File: config.mk
export PLATFORM = sky130hd
export DESIGN_NAME = packet_uart_tx_flat
export DESIGN_NICKNAME = d
export VERILOG_FILES = /design/src/rtl/packet_uart_tx_if.sv /design/src/rtl/packet_uart_tx.sv /design/src/flat_wrapper.sv
export SDC_FILE = /design/constraint.sdc
export NUM_CORES = 1
export LEC_CHECK = 0
export ABC_AREA = 0
export CAP_MARGIN = 20
export CORE_MARGIN = 2
export CORE_UTILIZATION = 49
export CTS_BUF_LIST = sky130_fd_sc_hd__clkbuf_16
export CTS_CLUSTER_DIAMETER = 120
export DETAILED_ROUTE_END_ITERATION = 12
export PLACE_DENSITY = 0.77
export SKIP_LAST_GASP = 1
export SYNTH_ARGS = -nofsm -noshare
export SYNTH_HDL_FRONTEND = slang
export SYNTH_SLANG_ARGS = --single-unit
File: constraint.sdc
create_clock -name clk -period 6.6 [get_ports clk]
set_input_delay 0.66 -clock clk [delete_from_list [all_inputs] [get_ports clk]]
set_output_delay 0.66 -clock clk [all_outputs]
set_load 0.02 [all_outputs]
File: src/rtl/packet_uart_tx_if.sv
// Packet handshake bundle between the packet assembler (master) and the
// UART frame serializer (slave).
//   packet     game-state packet, valid only while pkt_valid is high
//   pkt_valid  master offers a packet
//   pkt_ready  slave can take a packet; transfer on pkt_valid & pkt_ready
interface packet_uart_tx_if #(
  parameter int PKT_BYTES = 22
);
  logic [8*PKT_BYTES-1:0] packet;
  logic                   pkt_valid;
  logic                   pkt_ready;

  modport master (output packet, output pkt_valid, input pkt_ready);
  modport slave  (input packet, input pkt_valid, output pkt_ready);
endinterface

File: src/rtl/packet_uart_tx.sv
// Serializes one game-state packet per handshake as an 8N1 UART frame:
// sync byte, PKT_BYTES payload bytes (most significant byte first) and an
// XOR checksum of the payload bytes. Bits go out LSB first; TxD idles high.
//   clk      system clock, rising edge
//   rst      asynchronous active-high reset; abandons any frame in flight
//   bus      packet handshake (slave side): packet, pkt_valid, pkt_ready
//   TxD      registered serial output
//   busy     frame in progress
//   tx_done  one-cycle pulse after the final stop bit
module packet_uart_tx #(
  parameter int          CLKS_PER_BIT = 868,
  parameter int          PKT_BYTES    = 22,
  parameter logic [7:0]  SYNC_BYTE    = 8'hA5
) (
  input  logic            clk,
  input  logic            rst,
  packet_uart_tx_if.slave bus,
  output logic            TxD,
  output logic            busy,
  output logic            tx_done
);

  localparam int CNT_W = $clog2(CLKS_PER_BIT);
  localparam int IDX_W = $clog2(PKT_BYTES + 2);
  localparam logic [CNT_W-1:0] CNT_LAST  = CNT_W'(CLKS_PER_BIT - 1);
  localparam logic [IDX_W-1:0] IDX_LPAY  = IDX_W'(PKT_BYTES);
  localparam logic [IDX_W-1:0] IDX_CSUM  = IDX_W'(PKT_BYTES + 1);

  typedef enum logic [1:0] {IDLE, START, DATA, STOP} state_t;

  state_t                 state;
  logic [CNT_W-1:0]       baud_cnt;
  logic [2:0]             bit_idx;
  logic [IDX_W-1:0]       byte_idx;
  logic [8*PKT_BYTES-1:0] hold_reg;
  logic [7:0]             cur_byte;
  logic [7:0]             csum;
  logic                   ready_q;
  logic                   accept;

  assign bus.pkt_ready = ready_q;
  assign accept        = bus.pkt_valid & ready_q;

  always_ff @(posedge clk or posedge rst) begin
    if (rst) begin
      state    <= IDLE;
      baud_cnt <= '0;
      bit_idx  <= '0;
      byte_idx <= '0;
      hold_reg <= '0;
      cur_byte <= '0;
      csum     <= '0;
      ready_q  <= 1'b1;
      TxD      <= 1'b1;
      busy     <= 1'b0;
      tx_done  <= 1'b0;
    end else begin
      tx_done <= 1'b0;
      case (state)
        IDLE: begin
          TxD     <= 1'b1;
          ready_q <= 1'b1;
          if (accept) begin
            hold_reg <= bus.packet;
            cur_byte <= SYNC_BYTE;
            csum     <= '0;
            byte_idx <= '0;
            baud_cnt <= '0;
            ready_q  <= 1'b0;
            busy     <= 1'b1;
            TxD      <= 1'b0;
            state    <= START;
          end
        end

        START: begin
          if (baud_cnt == CNT_LAST) begin
            baud_cnt <= '0;
            bit_idx  <= '0;
            TxD      <= cur_byte[0];
            state    <= DATA;
          end else begin
            baud_cnt <= baud_cnt + 1'b1;
          end
        end

        DATA: begin
          if (baud_cnt == CNT_LAST) begin
            baud_cnt <= '0;
            if (bit_idx == 3'd7) begin
              TxD   <= 1'b1;
              state <= STOP;
            end else begin
              bit_idx  <= bit_idx + 1'b1;
              cur_byte <= {1'b0, cur_byte[7:1]};
              TxD      <= cur_byte[1];
            end
          end else begin
            baud_cnt <= baud_cnt + 1'b1;
          end
        end

        STOP: begin
          if (baud_cnt == CNT_LAST) begin
            baud_cnt <= '0;
            if (byte_idx == IDX_CSUM) begin
              tx_done <= 1'b1;
              busy    <= 1'b0;
              ready_q <= 1'b1;
              TxD     <= 1'b1;
              state   <= IDLE;
            end else begin
              byte_idx <= byte_idx + 1'b1;
              TxD      <= 1'b0;
              state    <= START;
              // Payload bytes are consumed from the top of the holding
              // register and folded into the checksum as they are loaded,
              // so the checksum is complete by the time it is needed.
              if (byte_idx == IDX_LPAY) begin
                cur_byte <= csum;
              end else begin
                cur_byte <= hold_reg[8*PKT_BYTES-1 -: 8];
                csum     <= csum ^ hold_reg[8*PKT_BYTES-1 -: 8];
                hold_reg <= hold_reg << 8;
              end
            end
          end else begin
            baud_cnt <= baud_cnt + 1'b1;
          end
        end

        default: state <= IDLE;
      endcase
    end
  end

endmodule
File: src/flat_wrapper.sv
// flat-port wrapper written by rule: the top's interface ports become plain ports
module packet_uart_tx_flat 
#(
  parameter int          CLKS_PER_BIT = 868,
  parameter int          PKT_BYTES    = 22,
  parameter logic [7:0]  SYNC_BYTE    = 8'hA5
)
  (clk, rst, TxD, busy, tx_done, bus_packet, bus_pkt_valid, bus_pkt_ready);
  packet_uart_tx_if #(.PKT_BYTES(PKT_BYTES)) bus_i ();
  input  logic clk;
  input  logic rst;
  output logic TxD;
  output logic busy;
  output logic tx_done;
  input wire logic [$bits(bus_i.packet)-1:0] bus_packet;
  input wire logic [$bits(bus_i.pkt_valid)-1:0] bus_pkt_valid;
  output wire logic [$bits(bus_i.pkt_ready)-1:0] bus_pkt_ready;
  assign bus_i.packet = bus_packet;
  assign bus_i.pkt_valid = bus_pkt_valid;
  assign bus_pkt_ready = bus_i.pkt_ready;
  packet_uart_tx #(.CLKS_PER_BIT(CLKS_PER_BIT), .PKT_BYTES(PKT_BYTES), .SYNC_BYTE(SYNC_BYTE)) u_core (.clk(clk), .rst(rst), .bus(bus_i), .TxD(TxD), .busy(busy), .tx_done(tx_done));
endmodule
=== Word level (Yosys, flattened, before mapping) ===
Cells that the tools add are included.

* Input bits: 179
* Output and inout port bits: 4
* Bits in registers: 216
* Logic and storage cells: 96

* Eq/ne operators: 16
* Bitwise operators: 2
* Reductions and logical operators: 13
* $add $sub $neg: 3
* Multiplexer cells: 51

{| class="wikitable"
|+ Operators with widths
! operator !! number
|-
| $mux W176 || 4
|-
| $pmux W176 S2 || 1
|-
| $mux W8 || 10
|-
| $pmux W8 S3 || 1
|-
| $mux W10 || 2
|-
| $pmux W10 S2 || 1
|-
| $pmux W8 S2 || 1
|-
| $mux W5 || 3
|-
| $mux W1 || 14
|-
| $ne A2 B1 Y1 const B || 6
|-
| $reduce_and A4 Y1 || 3
|-
| $add A10 B1 Y10 const B || 1
|-
| $eq A10 B10 Y1 const B || 1
|-
| $eq A5 B5 Y1 const B || 2
|-
| $mux W2 || 5
|-
| $pmux W5 S2 || 1
|-
| $reduce_and A5 Y1 || 2
|-
| $mux W3 || 3
|-
| $pmux W2 S4 || 1
|-
| $xor A8 B8 Y8 || 1
|-
| $ne A2 B2 Y1 const B || 3
|-
| $pmux W3 S2 || 1
|-
| $reduce_and A3 Y1 || 2
|-
| $reduce_and A6 Y1 || 1
|-
| other kinds (12) || 15
|}

=== Logic depth before layout (Yosys ltp) ===
* Word-level depth: 5
* Gate-level depth with buffers: 10
* Depth with buffers taken out: 6

=== Worst setup path after synthesis ===
No wires, ideal clock.

* Kind: register to register
* Start: reg u_core.state[0]
* End: reg u_core.hold_reg[10]
* Stages on the path, launching flop included: 10
* Clock period less this slack: 2.217 ns
* Path slack: 4.383 ns
* Setup time: 0.126 ns
* Data required time: 6.474 ns
* Path buffers: 3
* Arrival: 2.091 ns
* Cells stage by stage: dfrtp_1 > inv_1 > ha_1 > a21bo_2 > buf_2 > nand2_1 > buf_2 > buf_1 > o311a_1 > a221o_1

* Word-level cells in the longest chain between the ends: 3
* Elaborated cells on any way between the ends: 9
* Those cells by class: eq/ne: 5; mux: 1; reduce/logical: 3

{| class="wikitable"
|+ RTL lines
! item !! line !! text
|-
| start, declared || packet_uart_tx.sv:31 || <nowiki>state_t state;</nowiki>
|-
| start signal, assigned || packet_uart_tx.sv:46 || <nowiki>state <= IDLE;</nowiki>
|-
| start signal, assigned || packet_uart_tx.sv:72 || <nowiki>state <= START;</nowiki>
|-
| start signal, assigned || packet_uart_tx.sv:81 || <nowiki>state <= DATA;</nowiki>
|-
| $eq A2 B2 Y1 or $logic_not A2 Y1 (tied branches) || packet_uart_tx.sv:59 || <nowiki>case (state)</nowiki>
|-
| $ne A2 B1 Y1 (no line), or another cell as far along || n/a ||
|-
| $reduce_and A5 Y1 (no line) || n/a ||
|-
| end signal, assigned || packet_uart_tx.sv:64 || <nowiki>hold_reg <= bus.packet;</nowiki>
|-
| end signal, assigned || packet_uart_tx.sv:124 || <nowiki>hold_reg <= hold_reg << 8;</nowiki>
|-
| end, declared || packet_uart_tx.sv:35 || <nowiki>logic [8*PKT_BYTES-1:0] hold_reg;</nowiki>
|}

Several ways; a longest one is shown, not always the timed one.
A chain may end at the register's enable or synchronous reset.

=== Worst setup path after layout ===
* Start: reg u_core.state[0]
* End: reg u_core.hold_reg[75]

Same word-level chain as after synthesis.

==> results_dict.tcl <==
set metrics [dict create \
    synth-main-ff-cell "dfrtp_1" \
    postSynthAreaPerCell_um2 10.0 \
    internal_power_mw 2.28 \
    clock_power_share_pct 44.1 \
    tightestPinTransition_ns 1.07 \
    finalClockSkew_ns 0.0104 \
    synth_fp_nets 1271 \
    worstSetupPathType "flop to flop" \
    final_core_utilization_pct 61.5 \
    hold_viol_final 0 \
    seqCellArea_mm2 0.00541 \
    fin_crit_sh_pct 52.7 \
    synth_top_cells_by_area "dfrtp_1, nor3_1, a211oi_1" \
    timing.final.crit_period_ns 3.48 \
    multiInputGateArea_mm2 0.00482 \
    synth_edf_count 0 \
    power.static_leakage_nw 5.30 \
    comb_power_share_pct 7.6 \
    worstSetupStartpointType "flop" \
    layout_commonest_cell "dfrtp_1" \
    worst_skew_pair.late_latency_ns 0.52 \
    synth_cell_type_count 53 \
    total_switching_power_mw 0.652 \
    yosys-mux-area-fraction_pct 1.13 \
    gr-total-overflow 0 \
    synth-compound-area-share_pct 25.5 \
    floorplan.io_pins 183 \
    grt_usage_pct 24.9 \
    chipHeight_um 153 \
    ys_seq_area_share_pct 49.8 \
    critical_path_required_ns 7.01 \
    synthCells 1082 \
    largest_register_ffs 176 \
    crit_path_end_kind "flop" \
    finalNetCount 1364 \
    core-area_mm2 0.0218 \
    clock.fmax_mhz 287 \
    final_cell_count_no_fill 1473 \
    timing.hold.worst.class "flop to flop" \
    final_area_mm2 0.0134 \
    cts-root-to-sink-buffers 3 \
    drt_drc_violations_left 0 \
    number_of_global_route_vias_before_repair 9185 \
    cts_hold_buf 0 \
    power.density_mw_per_mm2 219 \
    synth_async_sr_flop_share_pct 100 \
    netlist_area_mm2 0.0109 \
    layout_common_cells "dfrtp_1, clkdlybuf4s50_1, nor3_1" \
    cts_htree_levels 1 \
    grt_max_degree 193 \
    tritoncts.num_buffers 24 \
    synth.largest_area_cell "dfrtp_1" \
    cts_resized 0 \
    synth-xor-area-share_pct 0.161 \
    fin_hold_ws_ns 0.500 \
    dominant_combinational_cell_family_by_area_after_synthesis "compound AO/OA/AOI/OAI gates" \
    totalNegativeSetupSlack_ns 0 \
    grt_setup_unrepaired "false" \
    final.fill_count 1834 \
    die_width_um 153 \
    critical_path_arrival_ns 3.89 \
    crit_fanout 98 \
    synth.ff_latch_count 216 \
    drt_first_iter_violations 742 \
    post-place-cells 1429 \
    drtAntennaViolNets 0 \
    slew_viol_final 0 \
    first_pass_grt_wire_length_mm 49.0 \
    die_area_mm2 0.0234 \
    dr.pass1.iters 7 \
    n_antenna_cell 0 \
    timing.slew.headroom_pct 28.9 \
    drt_wl_total_mm 30.0 \
    start_util_pct 49.9 \
    placedInstanceArea_mm2 0.0126 \
    post_route_cells_drive_above_1_share_pct 6.37 \
    power.sequential.fraction_pct 48.3 \
    finalWeightedCongestion 0.837 \
    num_vias 9465 \
    adder_cell_share_of_the_synthesized_area_pct 1.15 \
    synthToLayoutAreaGrowth_pct 23.3 \
    dpl.hpwl_mm 17.5 \
    tritoncts "yes" \
    cts.clk_slew.worst_paths_ns 0.06 \
    clkSinkCount 216 \
    row_count 54 \
    drt_wl_cell_um 20.4 \
    post-cts-setup-buffers 0 \
    run_status "finished, final reports clean" \
    vias_per_cell 6.43 \
    synth_top_area_share_pct 49.3 \
    clock_tree_root_buffer_cell "clkbuf_16" \
    power.switching_fraction_pct 22.2 \
    number_of_antenna_violations_at_the_first_check_in_global_routing 2 \
    yosys_warning_total 0 \
    place.port_buffers 182 \
    final-setup-viol-count 0 \
    cap_violations 0 \
    vdd.ir_drop.worst_mv 0.164 \
    synth_simple_gate_area_share_pct 16.1 \
]
-- worst max-delay path, cell delays in order, from the launching register on --
cell and delay, ns:
dfrtp_1 0.42, inv_1 0.13, ha_1 0.31, a21boi_1 0.84
or3_4 0.81, buf_12 0.45, nor2_1 0.11, a211oi_1 0.24
-- synthesized netlist by cell type, types with 3 or more instances --
| cell type | n |
|---|---|
| ha_1 | 10 |
| a21oi_1 | 10 |
| inv_1 | 27 |
| buf_6 | 6 |
| a311oi_1 | 7 |
| a31o_2 | 8 |
| a41oi_1 | 3 |
| nor2_1 | 94 |
| or3_1 | 4 |
| nand4_1 | 6 |
| dfrtp_1 | 214 |
| nor3_1 | 165 |
| a221o_1 | 78 |
| a22o_1 | 6 |
| nand2_1 | 38 |
| and4b_1 | 3 |
| o21ai_0 | 17 |
| buf_2 | 26 |
| nand2b_1 | 3 |
| nand3_1 | 31 |
| o311a_1 | 69 |
| buf_1 | 14 |
| clkbuf_1 | 80 |
| a31oi_1 | 7 |
| a211oi_1 | 109 |
| mux2_2 | 10 |
-- layer usage --
metal  vias up  part of all wire, %  global-route usage, %
met5         -                0.043                      0
met4         2                  2.5                   6.48
met3        49                  5.8                   4.14
met2       302                   48                   39.1
met1      4734                   44                   36.4
li1       4378                    -                      -
-- through the flow --
| step | total power [mW] | setup slack (ns) |
|---|---|---|
| 5_1_grt | 3.02 | 2.87 |
| 6_report | 2.93 | 3.12 |
| 4_1_cts | 2.95 | 3.17 |
| 2_1_floorplan | 1.52 | 0.0357 |
| 3_3_place_gp | 1.66 | 2.97 |
| 3_5_place_dp | 1.66 | 2.97 |
-- worst paths after layout --
| kind | depth (start not counted) | slack, ns | end | startpoint |
|---|---|---|---|---|
| setup / recovery | 7 | 3.12 | u_core.hold_reg[75]$_DFFE_PP0P_ | u_core.state[0]$_DFFE_PP0P_ |
| hold / removal | 1 | 0.50 | u_core.hold_reg[54]$_DFFE_PP0P_ | u_core.hold_reg[46]$_DFFE_PP0P_ |
| setup reg to reg | 7 | 3.12 | u_core.hold_reg[75]$_DFFE_PP0P_ | u_core.state[0]$_DFFE_PP0P_ |
| hold reg to reg | 1 | 0.50 | u_core.hold_reg[54]$_DFFE_PP0P_ | u_core.hold_reg[46]$_DFFE_PP0P_ |
| max in group asynchronous | 3 | 4.65 | u_core.hold_reg[49]$_DFFE_PP0P_ | rst |
| min in group asynchronous | 2 | 0.59 | u_core.hold_reg[55]$_DFFE_PP0P_ | rst |
-- layout make-up --
type | count | area share, %
clock inverter | 19 | 0.954
timing repair buffer | 195 | 14.5
sequential | 216 | 40.4
inverter | 27 | 0.813
clock buffer | 25 | 4.68
multi-input combinational | 711 | 36.0
tap | 280 | 2.62
-- power by group through the flow --
stage / clock (mW) / combinational, mW / sequential [mW]
2_1_floorplan: 0 / 0.0905 / 1.43
6_report: 1.29 / 0.223 / 1.42
3_5_place_dp: 0 / 0.225 / 1.44
3_3_place_gp: 0 / 0.222 / 1.44
5_1_grt: 1.36 / 0.245 / 1.42
4_1_cts: 1.31 / 0.226 / 1.41
-- cell families after synthesis --
family | count (synthesis)
buf+inv | 155
flops | 216
simple gates | 364
fa+ha+maj | 10
compound gates | 324
mux | 11
xor+xnor | 2
No activity file was read; power rests on OpenSTA's default activity.
==> RTL change (same settings) <==
`CLKS_PER_BIT` is set to 868 in 2 places; all go to 434.
--- a/src/rtl/packet_uart_tx.sv
+++ b/src/rtl/packet_uart_tx.sv
@@ -8,7 +8,7 @@
 //   busy     frame in progress
 //   tx_done  one-cycle pulse after the final stop bit
 module packet_uart_tx #(
-  parameter int          CLKS_PER_BIT = 868,
+  parameter int          CLKS_PER_BIT = 434,
   parameter int          PKT_BYTES    = 22,
   parameter logic [7:0]  SYNC_BYTE    = 8'hA5
 ) (
--- a/src/flat_wrapper.sv
+++ b/src/flat_wrapper.sv
@@ -1,7 +1,7 @@
 // flat-port wrapper written by rule: the top's interface ports become plain ports
 module packet_uart_tx_flat 
 #(
-  parameter int          CLKS_PER_BIT = 868,
+  parameter int          CLKS_PER_BIT = 434,
   parameter int          PKT_BYTES    = 22,
   parameter logic [7:0]  SYNC_BYTE    = 8'hA5
 )
Formal check against the unedited RTL: same outputs for any inputs over 10 cycles, from zero or initial values and one cycle with rst high; that may be too few to reach the edited logic, so the function may still have changed.
==> RTL change against the original RTL <==
Hold slack improved by 0.0054 ns; global-route usage is 1.4 points lower; sequential power is 7% lower; worst setup slack improved by 0.071 ns; routed wire length fell by 9.8%; synthesized area shrank 3.2%; combinational power fell by 34%; clock power is 4% lower; total power decreased by 7.6%; cell area decreased by 1.4%; final cell count down 1.6%; fmax rose by 2.1%; sequential cell count decreased by 1; critical path type unchanged; largest power group unchanged.
==> RTL change: results <==
# TYPE chip_impl_metric gauge
chip_impl_metric{name="dp.cells",unit=""} 1404
chip_impl_metric{name="crit_path_max_incr_delay",unit="ns"} 0.77
chip_impl_metric{name="leakage",unit="uW"} 0.00685
chip_impl_metric{name="global_route_wire_length_before_repair",unit="mm"} 43.1
chip_impl_metric{name="synth.net_count",unit=""} 1213
chip_impl_info{name="hold_path_class",value="input port to asynchronous set/reset pin"} 1
chip_impl_metric{name="maximum_number_of_pins_on_one_net_before_global_route_repair",unit=""} 158
chip_impl_metric{name="power_per_cell_area",unit="nW/um2"} 205
chip_impl_metric{name="post_synth_inst_count",unit=""} 1023
chip_impl_metric{name="max-vdd-ir-drop",unit="mV"} 0.123
chip_impl_info{name="run_status",value="completed"} 1
chip_impl_metric{name="wl_per_cell",unit="um"} 18.7
chip_impl_metric{name="async_flop_share",unit="%"} 100
chip_impl_metric{name="post-dp-hpwl",unit="mm"} 16.9
chip_impl_info{name="critical-path-slowest-cell",value="buf_4"} 1
chip_impl_metric{name="vias_in_the_first_global_route",unit=""} 8364
chip_impl_metric{name="fill_cells",unit=""} 1692
chip_impl_metric{name="numClockSinks",unit=""} 215
chip_impl_metric{name="clkLatencyLatePin",unit="ns"} 0.52
chip_impl_metric{name="place_ws",unit="ns"} 2.92
chip_impl_metric{name="global_route_total_usage_across_every_layer",unit="%"} 23.5
chip_impl_metric{name="maxSlewHeadroom",unit="%"} 31.1
chip_impl_metric{name="initialDrtViolationCount",unit=""} 759
chip_impl_metric{name="number_of_distinct_standard_cells_referenced_by_the_synthesized_netlist",unit=""} 41
chip_impl_metric{name="arrival_time_of_the_worst_setup_path",unit="ns"} 3.84
chip_impl_metric{name="number_of_vias_in_the_routed_layout",unit=""} 8479
chip_impl_info{name="critical-path-top-delay-family",value="buffers and inverters"} 1
chip_impl_metric{name="route.detailed.vias_per_inst",unit=""} 5.85
chip_impl_metric{name="post_dp_cell_area",unit="um2"} 12400
chip_impl_metric{name="worst_r2r_path_depth",unit=""} 9
chip_impl_info{name="post_synth_most_frequent_cells",value="a21oi_1, dfrtp_1, mux2i_1, clkbuf_1, nand3_1"} 1
chip_impl_metric{name="num-nets-final",unit=""} 1347
chip_impl_metric{name="drt_pre_antenna_iters",unit=""} 5
chip_impl_metric{name="drive_above_1_share",unit="%"} 5.71
chip_impl_metric{name="antenna_found_initial",unit=""} 0
chip_impl_metric{name="finClkSkew",unit="ns"} 0.0143
chip_impl_info{name="netlist_top_cells_area",value="dfrtp_1, a21oi_1, mux2i_1"} 1
chip_impl_metric{name="synth-seq-area-share",unit="%"} 51.2
chip_impl_metric{name="crit_fanout",unit=""} 77
chip_impl_metric{name="finalWeightedCongestion",unit=""} 0.846
## RTL change: changes by cell type in the layout (fill, tap and decap cells not counted), moves of 78 or more
| cell | change |
|---|---|
| mux2i_1 | +169 |
| nor2_1 | -82 |
| a211oi_1 | -109 |
| a221o_1 | -78 |
| a21oi_1 | +339 |
| nor3_1 | -163 |
## RTL change: layout make-up
| class | count | share of cell area, % |
|---|---|---|
| clock buffers | 24 | 4.55 |
| inverters | 11 | 0.370 |
| well taps | 275 | 2.61 |
| multi-input cells | 711 | 35.9 |
| repair buffers | 194 | 14.7 |
| diodes | 1 | 0.0190 |
| flip-flops and latches | 215 | 40.8 |
| clock inverters | 19 | 0.939 |
## RTL change: worst paths after layout
check	to	startpoint	slack [ns]
setup / recovery	u_core.hold_reg[81]$_DFFE_PP0P_	u_core.state[0]$_DFFE_PP0P_	3.19
hold / removal	u_core.hold_reg[35]$_DFFE_PP0P_	rst	0.51
setup reg to reg	u_core.hold_reg[81]$_DFFE_PP0P_	u_core.state[0]$_DFFE_PP0P_	3.19
hold reg to reg	u_core.hold_reg[5]$_DFFE_PP0P_	u_core.hold_reg[5]$_DFFE_PP0P_	0.51
max in group asynchronous	u_core.hold_reg[117]$_DFFE_PP0P_	rst	4.99
min in group clk	u_core.hold_reg[5]$_DFFE_PP0P_	u_core.hold_reg[5]$_DFFE_PP0P_	0.51
## RTL change: worst reg2reg max path, stage by stage (launching register included)
cell and delay (ns):
dfrtp_1 0.44, inv_1 0.13, ha_1 0.27, a21boi_1 0.22, buf_4 0.22, nor2_4 0.57
buf_4 0.77, buf_4 0.44, a21oi_1 0.11, a21oi_1 0.17
## RTL change: report_power, final
| group | switching [uW] | internal [uW] | leakage, uW |
|---|---|---|---|
| clock | 538 | 701 | 0.000361 |
| combinational | 48.5 | 99.1 | 0.00353 |
| sequential | 1.80 | 1320 | 0.00295 |
| total | 589 | 2120 | 0.00685 |
## RTL change: per-layer routing
| metal | up-vias | global-route usage, % | share of wire [%] | wire length [um] |
|---|---|---|---|---|
| met5 | - | 0 | 0 | 0 |
| met4 | 0 | 6.27 | 2.2 | 602 |
| met3 | 40 | 4.24 | 5.3 | 1430 |
| met2 | 228 | 37.4 | 49 | 13300 |
| met1 | 4205 | 33.3 | 43 | 11700 |
| li1 | 4006 | - | - | - |
## RTL change: kinds of logic after synthesis
logic type                 Yosys count  share of synthesized area [%]
AOI/OAI and AO/OA                  409                           20.3
xor gates and xnor gates             2                          0.167
adders and majority gates           11                           1.31
buffers and inverters               97                           3.97
DFF                                215                           51.2
muxes                              178                           17.3
and+or+nand+nor                    111                           5.71
